===== src/rtl/otter_clock_ctrl.sv =====
// Run-control for the OTTER divided CPU clock: divided clock plus enable pulse,
// with halt/free-run/single-step and boundary-aligned updates of the divide ratio.
module otter_clock_ctrl #(
  parameter int unsigned CNT_WIDTH   = 32,
  parameter int unsigned DEFAULT_DIV = 200000,
  parameter int unsigned MIN_DIV     = 1
) (
  input  logic                 CLK,
  input  logic                 RST_N,
  input  logic                 RUN,
  input  logic                 STEP,
  input  logic [CNT_WIDTH-1:0] DIV_VAL,
  input  logic                 DIV_WR,
  output logic                 DIV_ACK,
  output logic                 CLK_OUT,
  output logic                 CLK_EN,
  output logic                 STEP_DONE,
  output logic [1:0]           STATE
);

  typedef enum logic [1:0] {
    ST_HALT  = 2'd0,
    ST_RUN   = 2'd1,
    ST_STEP  = 2'd2,
    ST_DRAIN = 2'd3
  } state_t;

  localparam logic [CNT_WIDTH-1:0] DEFAULT_DIV_C = CNT_WIDTH'(DEFAULT_DIV);
  localparam logic [CNT_WIDTH-1:0] MIN_DIV_C     = CNT_WIDTH'(MIN_DIV);
  localparam logic [CNT_WIDTH-1:0] ONE_C         = CNT_WIDTH'(1);

  state_t                 r_state;
  logic [CNT_WIDTH-1:0]   r_cnt;
  logic [CNT_WIDTH-1:0]   r_div_active;
  logic [CNT_WIDTH-1:0]   r_div_pend;
  logic                   r_pend;
  logic                   r_clk_out;
  logic                   r_clk_en;
  logic                   r_apply_d;
  logic                   r_div_ack;
  logic                   r_step_done;

  state_t                 w_state_nxt;
  logic [CNT_WIDTH-1:0]   w_cnt_nxt;
  logic                   w_clk_nxt;
  logic                   w_en_nxt;
  logic                   w_done_nxt;
  logic                   w_counting;
  logic                   w_apply;
  logic                   w_tc;
  logic                   w_fall;
  logic [CNT_WIDTH-1:0]   w_div_clamped;

  assign w_tc          = (r_cnt == r_div_active);
  assign w_fall        = w_tc & r_clk_out;
  assign w_div_clamped = (DIV_VAL < MIN_DIV_C) ? MIN_DIV_C : DIV_VAL;

  always_comb begin
    w_state_nxt = r_state;
    w_cnt_nxt   = r_cnt;
    w_clk_nxt   = r_clk_out;
    w_en_nxt    = 1'b0;
    w_done_nxt  = 1'b0;
    w_counting  = 1'b0;
    w_apply     = 1'b0;

    case (r_state)
      ST_HALT: begin
        w_cnt_nxt = '0;
        w_clk_nxt = 1'b0;
        if (RUN) begin
          w_state_nxt = ST_RUN;
        end else if (STEP) begin
          w_state_nxt = ST_STEP;
        end
      end
      ST_RUN: begin
        if (!RUN && !r_clk_out) begin
          // Low phase can be abandoned at once; a coincident rise is suppressed.
          w_state_nxt = ST_HALT;
          w_cnt_nxt   = '0;
          w_clk_nxt   = 1'b0;
        end else begin
          w_counting = 1'b1;
          if (!RUN) begin
            w_state_nxt = w_fall ? ST_HALT : ST_DRAIN;
          end
        end
      end
      ST_DRAIN: begin
        w_counting = 1'b1;
        if (RUN) begin
          w_state_nxt = ST_RUN;
        end else if (w_fall) begin
          w_state_nxt = ST_HALT;
        end
      end
      ST_STEP: begin
        w_counting = 1'b1;
        if (w_fall) begin
          w_state_nxt = ST_HALT;
          w_done_nxt  = 1'b1;
        end
      end
      default: begin
        w_state_nxt = ST_HALT;
        w_cnt_nxt   = '0;
        w_clk_nxt   = 1'b0;
      end
    endcase

    if (w_counting) begin
      if (w_tc) begin
        w_cnt_nxt = '0;
        w_clk_nxt = ~r_clk_out;
        w_en_nxt  = ~r_clk_out;
      end else begin
        w_cnt_nxt = r_cnt + ONE_C;
      end
    end

    // New ratios only take effect while idle or right after a falling edge,
    // so no shortened phase is ever produced.
    w_apply = r_pend && ((r_state == ST_HALT) || (w_counting && w_fall));
  end

  always_ff @(posedge CLK or negedge RST_N) begin
    if (!RST_N) begin
      r_state     <= ST_HALT;
      r_cnt       <= '0;
      r_clk_out   <= 1'b0;
      r_clk_en    <= 1'b0;
      r_step_done <= 1'b0;
    end else begin
      r_state     <= w_state_nxt;
      r_cnt       <= w_cnt_nxt;
      r_clk_out   <= w_clk_nxt;
      r_clk_en    <= w_en_nxt;
      r_step_done <= w_done_nxt;
    end
  end

  // A write in the application cycle overrides the clear and stays pending.
  always_ff @(posedge CLK or negedge RST_N) begin
    if (!RST_N) begin
      r_div_active <= DEFAULT_DIV_C;
      r_div_pend   <= DEFAULT_DIV_C;
      r_pend       <= 1'b0;
      r_apply_d    <= 1'b0;
      r_div_ack    <= 1'b0;
    end else begin
      if (w_apply) begin
        r_div_active <= r_div_pend;
      end
      if (DIV_WR) begin
        r_div_pend <= w_div_clamped;
        r_pend     <= 1'b1;
      end else if (w_apply) begin
        r_pend <= 1'b0;
      end
      r_apply_d <= w_apply;
      r_div_ack <= r_apply_d;
    end
  end

  assign DIV_ACK   = r_div_ack;
  assign CLK_OUT   = r_clk_out;
  assign CLK_EN    = r_clk_en;
  assign STEP_DONE = r_step_done;
  assign STATE     = r_state;

endmodule


===== config.mk =====
export PLATFORM = sky130hd
export DESIGN_NAME = otter_clock_ctrl
export DESIGN_NICKNAME = d
export VERILOG_FILES = /design/src/rtl/otter_clock_ctrl.sv
export SDC_FILE = /design/constraint.sdc
export NUM_CORES = 1
export LEC_CHECK = 0
export ABC_AREA = 1
export CAP_MARGIN = 20
export CORE_UTILIZATION = 58
export CTS_CLUSTER_DIAMETER = 200
export DETAILED_ROUTE_END_ITERATION = 16
export PLACE_DENSITY = 0.88
export SLEW_MARGIN = 40
export SYNTH_ARGS = -nofsm -noshare
export SYNTH_HDL_FRONTEND = slang
export SYNTH_SLANG_ARGS = --single-unit

===== constraint.sdc =====
create_clock -name CLK -period 5.3 [get_ports CLK]
set_clock_uncertainty 0.1 [all_clocks]
set_input_delay 1.06 -clock CLK [delete_from_list [all_inputs] [get_ports CLK]]
set_output_delay 1.06 -clock CLK [all_outputs]
set_load 0.03 [all_outputs]

-- Word level (Yosys, flattened, before mapping)
Index checks and enable logic that the tools add are counted.
- reductions and logical operators: 12
- bitwise gates (word level): 2
- order comparisons: 1
- mux-type cells: 25
- equal/unequal tests: 7
- add/subtract/negate cells: 1
- operator list (operator ; number):
    32-bit 2-to-1 mux ; 4
    32-bit case mux with 2 select lines ; 1
    32-bit by 1-bit adder with 32-bit output, second input constant ; 1
    32-bit equality test ; 1
    32-bit by 1-bit < comparator with 1-bit output, second input constant ; 1
    2-bit 2-to-1 mux ; 7
    1-bit 2-to-1 mux ; 10
    3-bit inequality test, second input constant ; 3
    2-bit case mux with 4 select lines ; 1
    2-bit equality test, second input constant ; 2
    1-bit case mux with 2 select lines ; 2
    2-bit AND reduction ; 2
    1-bit logical AND ; 3
    3-bit nonzero test ; 1
    2-bit by 1-bit equality test with 1-bit output, second input constant ; 1
    1-bit logical NOT ; 2
    2-bit logical NOT ; 1
    2-bit nonzero test ; 1
    2-bit OR reduction ; 1
    1-bit AND ; 1
    1-bit logical OR ; 1
    1-bit NOT ; 1
- logic and storage cells: 58
- output and inout port bits: 6
- register bits after elaboration: 104
- input bits: 37

-- Longest topological paths before layout
- depth in word-level cells: 9
- depth in mapped cells: 13
- gate-level depth less buffers: 12

-- Least setup slack after synthesis
No wires, ideal clock.
- path kind: input port to flip-flop
- start point: input port RUN
- end point: register r_cnt[18]
- slack: 3096 ps
- buffers on the path: 1
- stages on the path: 7
- arrival time: 1985 ps
- library setup time: 118 ps
- data required time: 5082 ps
- cell sequence: inv_1 -> a21oi_1 -> nor2_1 -> inv_1 -> nand2_2 -> buf_4 -> nor2_1
- cells in the longest elaborated chain, start to end: 6
- elaborated cells between the ends (all ways): 8
- those cells by class: eq/ne (1); mux (3); reduce/logical (4)
- ends and longest elaborated chain (item ; line ; text):
    from (decl) ; 10 ; input logic RUN,
    1-bit logical NOT * ; -- ;
    1-bit logical AND * ; 78 ; if (!RUN && !r_clk_out) begin
    1-bit 2-to-1 mux ; 78 ;
    1-bit case mux with 2 select lines ; 67 ; case (r_state)
    3-bit inequality test (no source line) or 3-bit nonzero test (tied branches) ; -- ;
    2-bit AND reduction (no source line) ; -- ;
    to (signal assigned) ; 136 ; r_cnt <= w_cnt_nxt;
    to (decl) ; 33 ; logic [CNT_WIDTH-1:0] r_cnt;
Every way passes the cells marked *; elsewhere a longest branch is shown, timed or not.
A chain may end at the register's enable or synchronous reset.

-- Worst setup path in the final report
- start point: register r_clk_out, in the netlist CLK_OUT
- end point: output port CLK_OUT
- RTL lines (item ; line ; text):
    from (decl) ; 37 ; logic r_clk_out;
    from (signal assigned) ; 137 ; r_clk_out <= w_clk_nxt;
    to (decl) ; 15 ; output logic CLK_OUT,
No word-level cell between the ends.

==> impl_metrics.py <==
metrics = {
    "power": {
        "ir_drop_v": 0.0001875,
        "leakage_nw": 2.618,
        "power.density_mw_per_mm2": 387.3,
    },
    "clocking": {
        "cts_tree": "done",
        "h-tree-depth": 3,
        "cts-root-buf": "clkbuf_8",
        "cts_sinks": 104,
        "post_cts_buffers": 0,
        "cts_buffers": 9,
        "cts_max_path_buffers": 2,
        "cts_resized": 0,
        "clock_insertion_delay_worst_skew_ns": 0.37,
        "clk_pin_slew_ns": 0.10,
        "cts_hold_buf": 0,
    },
    "cells_and_area": {
        "nets": 707,
        "diodes": 0,
        "drive_gt1_share_pct": 6.528,
        "final_cell_mix": "nand2_1 (221), dfrtp_1 (91), nor2_1 (67)",
        "syn_to_final_growth_pct": 12.33,
        "fillers": 639,
        "final_core_util_pct": 68.68,
        "final_common_cell": "nand2_1",
    },
    "timing": {
        "worst_slew_pin_slew_ns": 0.6726,
        "setup_ws_ns": 2.547,
        "rsz0062_at_grt": "false",
        "min_period_over_period_pct": 51.95,
        "min_period_ns": 2.754,
        "final-hold-violation-count": 0,
        "finalSetupViolCount": 0,
        "drv_slew": 0,
        "setup_tns_ns": 0,
        "fmax_mhz": 363.2,
        "max_slew_margin_pct": 55.16,
    },
    "drt": {
        "drtIter0Drc": 210,
        "wl_per_cell_um": 13.75,
        "drtPass1Iterations": 5,
        "vias_per_cell": 5.341,
        "drtAntennaViolNets": 0,
        "vias": 4161,
        "route.detailed.drc": 0,
        "routed_wl_um": 10710,
    },
    "setup_path": {
        "slowest_delay_ns": 0.72,
        "path_delay_family": "buffers and inverters",
        "critPathBufInv": 1,
        "worstPathArrival_ns": 1.59,
        "r2r_setup_slack_ns": 2.99,
        "r2r_start": "r_div_active[31]",
        "r2r_end": "r_div_active[27]",
        "path_cells": "clkdlybuf4s50_1",
        "end_kind": "output pin",
        "slowest_stage": "clkdlybuf4s50_1",
        "cp-start-kind": "flop",
        "reg2reg_depth": 10,
        "worstPathRequired_ns": 4.14,
        "path_class": "reg2out",
        "crit_path_max_fanout": 5,
    },
    "hold_path": {
        "hold_path.class": "reg2reg",
        "min_to": "DIV_ACK",
        "hold_path.startpoint": "r_apply_d",
        "hold_depth": 0,
    },
    "synthesis": {
        "yosysTopAreaCell": "dfrtp_1",
        "synth_area_leaders": "dfrtp_1 (45%), nand2_1 (16%), dfstp_2 (6.2%), xnor2_1 (5.3%), nor2_1 (4.9%)",
        "synth_cells": 634,
        "synth_top_cell_area_share_pct": 44.92,
        "synth_fp_nets": 672,
        "syn-cell-area_mm2": 0.005125,
        "ys_ff_latch": 104,
        "synth_cell_type_count": 27,
        "avgSynthCellArea_um2": 8.083,
        "yosysWarnings": 0,
        "yosysSeqAreaShare_pct": 51.07,
    },
    "placement": {
        "pre_cts_slack_ns": 2.199,
        "numPortBuffers": 42,
        "place_congestion": 0.8868,
        "dpl.hpwl_um": 7803,
    },
    "die": {
        "start_util_pct": 61.14,
        "core_area_mm2": 0.008382,
        "fp.dieH_um": 96,
        "io_pins": 43,
        "die-area_mm2": 0.009216,
        "num_rows": 33,
        "die_w_um": 96,
    },
    "global_route": {
        "antenna_found_initial": 0,
        "first_global_vias": 3999,
        "grt-ovfl-total": 0,
        "grt_max_degree": 55,
        "grt_pass1_wl_um": 18380,
        "gr-usage-all-layers_pct": 26.51,
    },
    "outcome": {
        "status": "finished, final reports clean",
    },
    "run": {
        "cap_violations": 0,
    },
}
registers in the layout, indices dropped and copies added, names as in the netlist:
| register | count |
|---|---|
| r_pend | 1 |
| r_div_active | 32 |
| CLK_OUT | 1 |
| r_div_pend | 32 |
| STEP_DONE | 1 |
| STATE | 2 |
| DIV_ACK | 1 |
| r_apply_d | 1 |
| r_cnt | 32 |
| CLK_EN | 1 |
cells in the mapped netlist (all sizes together):
cell type,count
inv,57
nor2,72
dfstp,12
nand2,224
nand4,7
xnor2,31
o21ai,20
nor3b,4
ha,1
nor3,19
buf,8
xor2,17
dfrtp,92
clkbuf,11
nor4,10
nand3b,1
a21oi,6
nand3,42
area by class of cell:
cell class / instances / area, um2 / share of cell area (%)
Multi-Input combinational cell: 454 / 2181 / 37.88
Clock inverter: 7 / 62.56 / 1.087
Clock buffer: 9 / 123.9 / 2.152
Sequential cell: 104 / 2619 / 45.49
Timing Repair Buffer: 43 / 425.4 / 7.390
Tap cell: 105 / 131.4 / 2.282
Inverter: 57 / 214.0 / 3.717
metal layers:
layer	track usage, %	part of all wire, %
met1	35.48	44
met4	11.94	3.0
met3	4.897	4.6
met5	0	0
met2	42.26	49
per-stage QoR:
step / std cells / area, um2 / total power, mW / hold slack [ns]
global placement: 763 / 5569 / 1.722 / 0.2317
CTS: 779 / 5757 / 2.236 / 0.2659
detailed placement: 763 / 5570 / 1.772 / 0.2411
floorplan: 634 / 5125 / 1.624 / 0.2312
global route: 779 / 5757 / 2.380 / 0.2705
finish: 779 / 5757 / 2.230 / 0.2604
power breakdown:
part | switching [mW] | internal, mW
sequential | 0.154 | 0.967
combinational | 0.399 | 0.244
clock | 0.286 | 0.180
logic make-up after synthesis:
family / after synthesis / synth area share [%]
compound gates: 26 / 2.539
xor+xnor: 48 / 8.203
simple gates: 379 / 31.57
fa+ha+maj: 1 / 0.2441
buf+inv: 76 / 6.372
flops: 104 / 51.07
how the worst max path moves through the flow:
stage	depth (start not counted)	slack, ns	from	end
floorplan	7	3.10	RUN	r_cnt[18]
global placement	3	2.17	DIV_WR	r_div_pend[27]
detailed placement	7	2.20	RUN	r_cnt[24]
CTS	1	2.54	CLK_OUT	CLK_OUT
global route	7	2.40	RUN	r_cnt[23]
finish	1	2.55	CLK_OUT	CLK_OUT
No activity file was read; power rests on OpenSTA's default activity.
